<file path="src/rtl/alu_issue_arbiter.sv">
// Two-lane ALU issue arbiter: alternates between lanes on a tie, holds off
// issue while a multiply occupies the ALU, and drops ops that are not one-hot.
module alu_issue_arbiter #(
  parameter int MUL_BUSY = 3,
  parameter int BW       = 66
) (
  input  logic          clk,
  input  logic          reset,
  input  logic          flush,
  input  logic          req0_valid,
  input  logic [BW-1:0] req0_bundle,
  output logic          req0_ready,
  input  logic          req1_valid,
  input  logic [BW-1:0] req1_bundle,
  output logic          req1_ready,
  output logic          alu_valid,
  output logic [BW-1:0] alu_bundle,
  output logic          alu_grant_id,
  output logic          illegal_op
);

  typedef enum logic {RUN, MUL_WAIT} state_e;

  localparam logic [3:0] MUL_LOAD = 4'(MUL_BUSY - 1);

  state_e        state_q, state_d;
  logic [3:0]    cnt_q, cnt_d;
  logic          last_grant_q, last_grant_d;
  logic          alu_valid_q, alu_valid_d;
  logic [BW-1:0] alu_bundle_q, alu_bundle_d;
  logic          alu_grant_id_q, alu_grant_id_d;
  logic          illegal_q, illegal_d;

  logic          grant_en;
  logic          grant_lane;
  logic          xfer;
  logic [BW-1:0] sel_bundle;
  logic [11:0]   sig;
  logic          legal;

  always_ff @(posedge clk) begin
    if (reset) begin
      state_q        <= RUN;
      cnt_q          <= '0;
      last_grant_q   <= 1'b1;
      alu_valid_q    <= 1'b0;
      alu_bundle_q   <= '0;
      alu_grant_id_q <= 1'b0;
      illegal_q      <= 1'b0;
    end else begin
      state_q        <= state_d;
      cnt_q          <= cnt_d;
      last_grant_q   <= last_grant_d;
      alu_valid_q    <= alu_valid_d;
      alu_bundle_q   <= alu_bundle_d;
      alu_grant_id_q <= alu_grant_id_d;
      illegal_q      <= illegal_d;
    end
  end

  always_comb begin
    state_d        = state_q;
    cnt_d          = cnt_q;
    last_grant_d   = last_grant_q;
    alu_valid_d    = 1'b0;
    alu_bundle_d   = alu_bundle_q;
    alu_grant_id_d = alu_grant_id_q;
    illegal_d      = 1'b0;

    // On a tie the lane that did not win last time gets the slot.
    grant_en   = !reset && !flush && (state_q == RUN);
    grant_lane = (req0_valid && req1_valid) ? ~last_grant_q : req1_valid;
    xfer       = grant_en && (req0_valid || req1_valid);
    req0_ready = xfer && !grant_lane;
    req1_ready = xfer && grant_lane;

    sel_bundle = grant_lane ? req1_bundle : req0_bundle;
    sig        = sel_bundle[11:0];
    legal      = (sig != 12'd0) && ((sig & (sig - 12'd1)) == 12'd0);

    if (flush) begin
      state_d = RUN;
      cnt_d   = '0;
    end else if (state_q == MUL_WAIT) begin
      cnt_d = cnt_q - 4'd1;
      if (cnt_q <= 4'd1) begin
        state_d = RUN;
      end
    end else if (xfer) begin
      last_grant_d = grant_lane;
      if (legal) begin
        alu_valid_d    = 1'b1;
        alu_bundle_d   = sel_bundle;
        alu_grant_id_d = grant_lane;
        if (sig[4] && (MUL_BUSY > 1)) begin
          state_d = MUL_WAIT;
          cnt_d   = MUL_LOAD;
        end
      end else begin
        illegal_d = 1'b1;
      end
    end
  end

  assign alu_valid    = alu_valid_q;
  assign alu_bundle   = alu_bundle_q;
  assign alu_grant_id = alu_grant_id_q;
  assign illegal_op   = illegal_q;

endmodule

</file>
<file path="config.mk">
export PLATFORM = sky130hd
export DESIGN_NAME = alu_issue_arbiter
export DESIGN_NICKNAME = d
export VERILOG_FILES = /design/src/rtl/alu_issue_arbiter.sv
export SDC_FILE = /design/constraint.sdc
export NUM_CORES = 1
export LEC_CHECK = 0
export BUFFER_PORTS_ARGS = -buffer_cell sky130_fd_sc_hd__buf_2
export CORE_MARGIN = 2
export CORE_UTILIZATION = 47
export CTS_BUF_LIST = sky130_fd_sc_hd__clkbuf_4 sky130_fd_sc_hd__clkbuf_8 sky130_fd_sc_hd__clkbuf_16
export DETAILED_ROUTE_END_ITERATION = 6
export GPL_TIMING_DRIVEN = 0
export PLACE_DENSITY = 0.81
export SLEW_MARGIN = 0
export SYNTH_ARGS = -nofsm -noshare
export SYNTH_HDL_FRONTEND = slang
export SYNTH_SLANG_ARGS = --single-unit
</file>
<file path="constraint.sdc">
create_clock -name clk -period 3.12 [get_ports clk]
set_input_delay 0.156 -clock clk [delete_from_list [all_inputs] [get_ports clk]]
set_output_delay 0.156 -clock clk [all_outputs]
set_load 0.005 [all_outputs]
</file>
# Word level (Yosys, flattened, before mapping)
# Cells that the tools add are included.
[classes]
magnitude_cmp = 1
n_mux = 13
n_reduce_logical = 21
n_bitwise = 5
addsub = 2
[ops]
columns = ["op", "n"]
rows = [
  ["2-to-1 mux 66 bit", 1],
  ["2-to-1 mux 4 bit", 4],
  ["bitwise AND 12 bit", 1],
  ["zero test 12 bit", 1],
  ["nonzero test 12 bit", 1],
  ["subtractor 12 x 1 -> 12 bit (second input constant)", 1],
  ["2-to-1 mux 1 bit", 8],
  ["logical AND 1 bit", 7],
  ["AND reduction 3 bit", 2],
  ["nonzero test 2 bit", 3],
  ["less-or-equal comparator 4 x 1 -> 1 bit (second input constant)", 1],
  ["inverter 1 bit", 4],
  ["AND reduction 4 bit", 1],
  ["OR reduction 4 bit", 1],
  ["subtractor 4 x 1 -> 4 bit (second input constant)", 1],
  ["zero test 1 bit", 3],
  ["OR reduction 2 bit", 1],
  ["logical OR 1 bit", 1],
]
[word_totals]
output_inout_bits = 71
inputBits = 137
elab_cells = 49
register_bits = 75

# Depth between registers and ports, before layout
# Gate-level depths: netlist of the first run.
[logic_depth]
word_depth = 10
depth_mapped = 8
depth_no_buf = 6

# Worst setup path after synthesis of the first run
# Ideal clock, no wire load.
[synth_path]
kind = "in2reg"
start = "in req0_bundle[2]"
end = "reg alu_bundle_q[25] (netlist: alu_bundle[25])"
path_stages = 7
t_required_ps = 2999
t_arrival_ps = 2408
setup_ps = 121
slack_ps = 591
path_buffers = 1
path_cell_list = "or3_4 a2111oi_0 nor4_1 or4b_4 nor3_4 buf_6 mux2_2"
[synth_via]
elab_chain_cells = 6
elab_cells_between_ends = 7
cone_classes = "add/sub (1); mux (1); bitwise (1); reduce/logical (4)"
[synth_lines]
columns = ["element", "line_no", "text"]
rows = [
  ["start: declaration", "11", "input logic [BW-1:0] req0_bundle,"],
  ["2-to-1 mux 66 bit *", "77", "sel_bundle = grant_lane ? req1_bundle : req0_bundle;"],
  ["subtractor 12 x 1 -> 12 bit", "79", "legal = (sig != 12'd0) && ((sig & (sig - 12'd1)) == 12'd0);"],
  ["bitwise AND 12 bit", "79", ""],
  ["zero test 12 bit", "79", ""],
  ["logical AND 1 bit *", "79", ""],
  ["AND reduction 4 bit (no line) *", "-", ""],
  ["end signal: assignment", "55", "alu_bundle_q <= alu_bundle_d;"],
  ["end: declaration", "30", "logic [BW-1:0] alu_bundle_q, alu_bundle_d;"],
]
# Every way passes the cells marked *; elsewhere a longest branch is shown, timed or not.
# A chain may end at the register's enable or synchronous reset.

# Worst setup path in the final report of the first run
[layout_path]
start = "reg state_q"
end = "reg alu_bundle_q[40] (netlist: alu_bundle[40])"
[layout_via]
elab_chain_cells = 4
[layout_lines]
columns = ["element", "line_no", "text"]
rows = [
  ["start: declaration", "26", "state_e state_q, state_d;"],
  ["start signal: assignment", "51", "state_q <= state_d;"],
  ["inverter 1 bit (no line) *", "-", ""],
  ["logical AND 1 bit", "71", "grant_en = !reset && !flush && (state_q == RUN);"],
  ["logical AND 1 bit", "73", "xfer = grant_en && (req0_valid || req1_valid);"],
  ["AND reduction 4 bit (no line) *", "-", ""],
]
# Marks and branches as above.

==> results.txt, run 1 <==
Switching Share = 23.17%
# DRC = 0
Die height = 99.41 µm
Placed Cells = 848
Max-slew violations = 0
Max IR drop VDD = 264.7 µV
Seq pwr share = 41.2%
Top-area cell type share of the netlist area = 35.10%
Global-route wire length before repair = 19470 µm
Nets@finish = 892
Min-Delay Startpoint = req0_valid
CP endpoint kind = register
Root Driver = clkbuf_8
Clk_skew = 0.01121 ns
Max cap viols = 0
Post-synth EDFFs = 0
ANT cells = 0
Placer Congestion = 0.8808
Worst setup path class = register to register
Post-synthesis sequential element count = 75
Detailed-route wire length = 12460 µm
Hold Path Class = input port to register
Power Density = 404.1 nW/µm²
Clk network pwr share = 45.5%
Synth-to-Final Area Change = 34.60%
Cell family with most CP delay = simple AND/OR/NAND/NOR gates
RSZ-0062 raised after global routing = no
CTS tree = yes
Fillcell total = 752
CP max stage delay = 0.61 ns
Port buffer count = 207
Final design utilization = 65.71%
WL/cell = 14.40 µm
Pint = 1.787 mW
Worst slew pin tran = 0.6237 ns
DIE WIDTH = 99.41 µm
Longest Clk Path Bufs = 2
Hold Crit Depth = 3
Initial Util = 48.81%
Top_reg_cell synth = dfxtp_1
DP HPWL = 9629 µm
Async SR Flop Fraction = 0%
Post-synthesis cell type count = 46
Antenna viol nets, final = 0
Psw = 0.5391 mW
Cell row count = 34
Finish-stage setup viols = 0
H-tree levels = 3
Buffers & Inverters on Critical Path = 3
CP Cell Sequence = clkbuf_1 > nor3_1 > o21ai_0 > or4b_4 > nor3_4 > buf_12 > buf_6 > mux2_2
Setup WS pre-CTS = 0.07150 ns
Synth top area cells = dfxtp_1 35%, mux2_2 14%, nand2_1 12%
Critical R2R Launch = state_q
Non-Filler Instances = 865
Syn nets = 672
Initial antenna violation count = 0
Core area = 8763 µm²
Synthesized instance count = 533
Worst skew pair latency = 0.34 ns
Number of global-route vias before repair = 4318
YS warnings = 0
Reported leakage power = 2.878 nW
Final hold vios = 0
Final worst slack = 0.2458 ns
Clock transition at the registers of the reported paths = 0.08 ns
Maximum fanout along the worst path = 10
CP startpoint kind = register
Critical-path top delay cell = or4b_4
Status = finished clean
Slew HR = 58.04%
DRT iter0 DRCs = 135
Worst endpoint required time = 3.34 ns
Crit path time final = 2.874 ns
Worst reg2reg setup slack = 0.25 ns
Comb power frac = 13.2%
Setup TNS = 0 ns
Post-synthesis sequential area ratio = 35.10%
Cell area after synthesis = 4278 µm²
Share of cells above drive strength 1 = 39.37%
Post-cts sizing count = 0
Clk sink count = 75
Worst EP arrival = 3.10 ns
DR vias/cell = 5.231
Largest net degree at the start of global routing = 13
Tcrit/Tclk final = 92.12%
Cts bufs inserted = 9
Hold EP = last_grant_q
Die Area = 9881 µm²
Post-synth top area cell = dfxtp_1
Mean post-synth cell area = 8.026 µm²
Fmax = 347.9 MHz
I/O pin count = 208
R2r endpoint = alu_bundle[40]
Power Total = 2.327 mW
Tot GR Track Use = 24.19%
R2R depth = 8
Detailed Routing Iterations Pass 1 = 5
Total number of vias = 4525
Total grt overflow = 0
Stages on worst setup path = 8
==> worst register-to-register path: stages, from the launching register on <==
cell and delay, ns:
dfxtp_1 0.30, clkbuf_1 0.19, nor3_1 0.46, o21ai_0 0.29
or4b_4 0.61, nor3_4 0.23, buf_12 0.17, buf_6 0.16
mux2_2 0.35
==> registers in the layout, indices dropped and copies added, names as in the netlist <==
register	count
alu_bundle	66
cnt_q	4
alu_grant_id	1
alu_valid	1
illegal_op	1
last_grant_q	1
state_q	1
==> cells in the mapped netlist, drive strengths merged, types with 2 or more instances <==
cell type / n
a2111oi: 2
a21o: 2
a21oi: 69
a31o: 3
a31oi: 3
buf: 12
clkbuf: 27
dfxtp: 75
ha: 2
inv: 2
maj3: 2
mux2: 66
nand2: 138
nand2b: 2
nor2: 14
nor2b: 67
nor3: 9
nor4: 6
o21ai: 4
or2: 3
or3: 2
or4b: 2
xnor2: 2
xor2: 2
==> cells by family after synthesis <==
kind of cell | count (synthesis) | share of synthesized area (%)
AOI/OAI and AO/OA | 94 | 12.69
adders and majority gates | 4 | 1.053
and+or+nand+nor | 248 | 27.90
DFF | 75 | 35.10
buffers and inverters | 41 | 4.826
muxes | 67 | 17.61
xor gates and xnor gates | 4 | 0.8191
==> layout make-up <==
type / count / area, µm² / area share (%)
timing repair buffer: 209 / 1064 / 18.47
buffer: 39 / 198.9 / 3.455
clock buffer: 10 / 131.4 / 2.282
clock inverter: 5 / 150.1 / 2.608
inverter: 2 / 7.507 / 0.1304
sequential: 75 / 1501 / 26.08
multi-input combinational: 417 / 2570 / 44.63
tap: 108 / 135.1 / 2.347
==> repair_timing <==
action / 4_1_cts / 5_1_grt
hold buffers: 0 / 0
endpoints found under the setup margin: 0 / 64
setup buffers: 0 / 2
==> through the flow <==
| stage | area (µm²) | hold WS (ns) |
|---|---|---|
| after floorplan | 4278 | 0.3456 |
| after global placement | 5449 | 0.4653 |
| after detailed placement | 5449 | 0.4734 |
| after CTS | 5731 | 0.1342 |
| after global routing | 5758 | 0.1719 |
| final | 5758 | 0.1438 |
==> cells in the final DEF, fill, tap and decap left out, types with 2 or more instances in the layout <==
| master | Yosys | layout |
|---|---|---|
| xnor2_1 | 2 | 2 |
| inv_1 | 2 | 2 |
| nor3_1 | 8 | 8 |
| buf_1 | 5 | 5 |
| ha_1 | 2 | 2 |
| a21oi_1 | 69 | 69 |
| mux2_2 | 55 | 55 |
| o21ai_0 | 4 | 4 |
| a31o_2 | 3 | 3 |
| bufinv_16 | 0 | 5 |
| nor2b_1 | 67 | 67 |
| maj3_1 | 2 | 2 |
| a21o_1 | 2 | 2 |
| mux2_1 | 11 | 11 |
| nand2b_1 | 2 | 2 |
| a2111oi_0 | 2 | 2 |
| clkbuf_1 | 27 | 27 |
| or2_2 | 3 | 3 |
| nor2_1 | 14 | 14 |
| buf_2 | 0 | 207 |
| nor4_1 | 6 | 6 |
| dfxtp_1 | 75 | 75 |
| xor2_1 | 2 | 2 |
| buf_6 | 7 | 7 |
| a31oi_1 | 3 | 3 |
| nand2_1 | 138 | 138 |
| clkbuf_8 | 0 | 9 |
==> worst max path at each step <==
stage | from | end | slack (ns)
floorplan | req0_bundle[2] | alu_bundle[25] | 0.59
global placement | state_q | alu_bundle[61] | 0.06
detailed placement | state_q | alu_bundle[60] | 0.07
CTS | state_q | alu_bundle[40] | 0.02
global route | last_grant_q | req1_ready | 0.14
finish | state_q | alu_bundle[40] | 0.25
==> power by group through the flow <==
stage | Sequential, mW | Clock, mW | Combinational [mW]
after global routing | 0.960 | 1.11 | 0.347
after global placement | 0.982 | 0 | 0.295
after CTS | 0.959 | 1.07 | 0.306
after detailed placement | 0.982 | 0 | 0.304
final | 0.959 | 1.06 | 0.307
after floorplan | 0.982 | 0 | 0.159
==> metal layers <==
| layer | GRT usage [%] | vias to the layer above | share of wire [%] |
|---|---|---|---|
| met5 | 0 | - | 0 |
| met4 | 8.008 | 0 | 1.7 |
| met3 | 5.341 | 19 | 7.3 |
| met2 | 43.76 | 173 | 50 |
| met1 | 28.23 | 2098 | 41 |
| li1 | - | 2235 | - |
No activity file was read; power rests on OpenSTA's default activity.
==> run 2, diff against run 1 <==
- CORE_UTILIZATION: 47 -> 50
- CTS_CLUSTER_SIZE: not set -> 12
- PLACE_DENSITY: 0.81 -> 0.86
- clock period: 3.12 -> 3.5 ns (I/O delays scaled with it)
==> run 2 against run 1 <==
  * Worst setup slack gained 0.26 ns
  * Cell count shrank 0.46%
  * Combinational power decreased by 9.1%
  * Highest routed layer unchanged
  * Critical endpoint is now alu_bundle[57]
  * Register-to-register slack better by 0.26 ns
  * Non-clock buffer count decreased by 2
  * Largest power group is now sequential cells
  * Die area decreased by 5.8%
  * Wire length increased by 2.7%
  * Critical path type unchanged
  * Global-route usage increased by 2.3 points
==> results.txt, run 2 (synthesis results as in run 1) <==
Die Area = 9311 µm² (-5.8%)
Worst setup path class = register to register
Grt met3 use = 6.439% (+1.1 points)
Dpl cell area = 5445 µm² (about the same)
Hold bufs inserted after CTS = 0 (unchanged)
DRT iter0 DRCs = 252 (+87%)
Met1 GRT Util = 30.53% (+2.3 points)
ANT cells = 0 (unchanged)
Final hold vios = 0 (unchanged)
DIE WIDTH = 96.50 µm (-2.9%)
Placed Cells = 845 (-0.35%)
GRT met2 Usage = 47.57% (+3.8 points)
Max reg flops = 66 (unchanged)
Crit path time final = 2.993 ns (+0.1190 ns)
Clock transition at the registers of the reported paths = 0.08 ns (about the same)
Cts bufs inserted = 9 (unchanged)
Total grt overflow = 0 (unchanged)
Max IR drop VDD = 201.7 µV (-24%)
Initial antenna violation count = 0 (unchanged)
Detailed-route wire length = 12790 µm (+2.7%)
DP HPWL = 9846 µm (+2.3%)
Setup TNS = 0 ns (unchanged)
Number of global-route vias before repair = 4234 (-1.9%)
Power Density = 332.2 nW/µm² (-18%)
Post-cts sizing count = 0 (unchanged)
Worst skew pair latency = 0.33 ns (about the same)
Fin area = 5670 µm² (-1.5%)
GRT busiest layer = met2
Clk_skew = 0.006629 ns (-0.004584 ns)
Die height = 96.50 µm (-2.9%)
Initial Util = 51.80% (+3.0 points)
Setup WS pre-CTS = 0.4488 ns (+0.3773 ns)
Clk sink count = 75 (unchanged)
# DRC = 0 (unchanged)
Synth-to-Final Area Change = 32.55%
Tcrit/Tclk final = 85.52% (-6.6 points)
Reported leakage power = 2.839 nW (-1.4%)
Commonest cells after routing, fill and taps aside = 207 x buf_2, 138 x nand2_1, 75 x dfxtp_1
Worst EP arrival = 3.21 ns (+0.11 ns)
Hold Path Class = input port to register
CP startpoint kind = register
Tot GR Track Use = 26.52% (+2.3 points)
CP endpoint kind = register
Non-Filler Instances = 861 (-0.46%)
Finish-stage setup viols = 0 (unchanged)
Longest Clk Path Bufs = 2 (unchanged)
Worst slew pin tran = 0.6445 ns (+0.02081 ns)
Fmax = 334.1 MHz (-4.0%)
Nets@finish = 890 (-0.22%)
Slew HR = 56.89% (-1.1 points)
I/O pin count = 208 (unchanged)
Worst endpoint required time = 3.72 ns (+0.38 ns)
Largest net degree at the start of global routing = 14 (+1)
# Post-CTS Setup Buffers = 0 (unchanged)
Detailed Routing Iterations Pass 1 = 5 (unchanged)
Cell row count = 33 (-2.9%)
DR vias/cell = 5.357 (+2.4%)
Placer Congestion = 0.9848 (+12%)
CTS tree = yes
Total number of vias = 4612 (+1.9%)
RSZ-0062 raised after global routing = no
Status = finished clean
Port buffer count = 207 (unchanged)
Share of cells above drive strength 1 = 39.29% (-0.080 points)
Root Driver = clkbuf_8
Max cap viols = 0 (unchanged)
Max-slew violations = 0 (unchanged)
Core area = 8258 µm² (-5.8%)
Maximum fanout along the worst path = 10 (unchanged)
Global-route wire length before repair = 19260 µm (-1.1%)
Antenna viol nets, final = 0 (unchanged)
H-tree levels = 3 (unchanged)
Final design utilization = 68.67% (+3.0 points)
Commonest non-fill, non-tap cell in the layout = buf_2
Final worst slack = 0.5067 ns (+0.2610 ns)
WL/cell = 14.85 µm (+3.1%)
-- run 2: final cells by class --
cell class / instances / area [µm²]
Fill cell: 703 / 2587
Multi-Input combinational cell: 417 / 2570
Sequential cell: 75 / 1501
Timing Repair Buffer: 207 / 1036
Buffer: 39 / 198.9
Clock buffer: 11 / 138.9
Tap cell: 105 / 131.4
Clock inverter: 5 / 86.33
Inverter: 2 / 7.507
-- run 2: path summary, 6_finish.rpt --
path,start,to,slack (ns),cells past startpoint
setup / recovery,last_grant_q,alu_bundle[57],0.51,7
hold / removal,req0_valid,last_grant_q,0.16,3
setup reg to reg,last_grant_q,alu_bundle[57],0.51,7
hold reg to reg,alu_bundle[4],alu_bundle[4],0.49,2
-- run 2: layer usage --
metal  vias to the layer above  wire length (µm)
met1                      2133              5006
met3                        28              1069
met4                         0               275
li1                       2229                 -
met5                         -                 0
met2                       222              6436
-- run 2: critical path: stages (launching register included) --
cell and delay [ns]:
dfxtp_1 0.33, a21boi_0 0.23, clkbuf_1 0.50, nand4_1 0.28, a31o_2 0.36, nor3_4 0.57
buf_6 0.25, mux2_2 0.35
-- run 2: power breakdown --
group	leakage, nW	switching (mW)	internal (mW)
registers	0.604	0.00108	0.854
logic	2.12	0.162	0.117
clock network	0.115	0.326	0.423
total	2.84	0.490	1.39
-- run 2: stage by stage --
stage | hold slack, ns | power (mW)
after detailed placement | 0.4697 | 1.149
after floorplan | 0.3646 | 1.017
final | 0.1635 | 1.884
after global placement | 0.4683 | 1.139
after global routing | 0.1672 | 1.963
after CTS | 0.1538 | 1.893
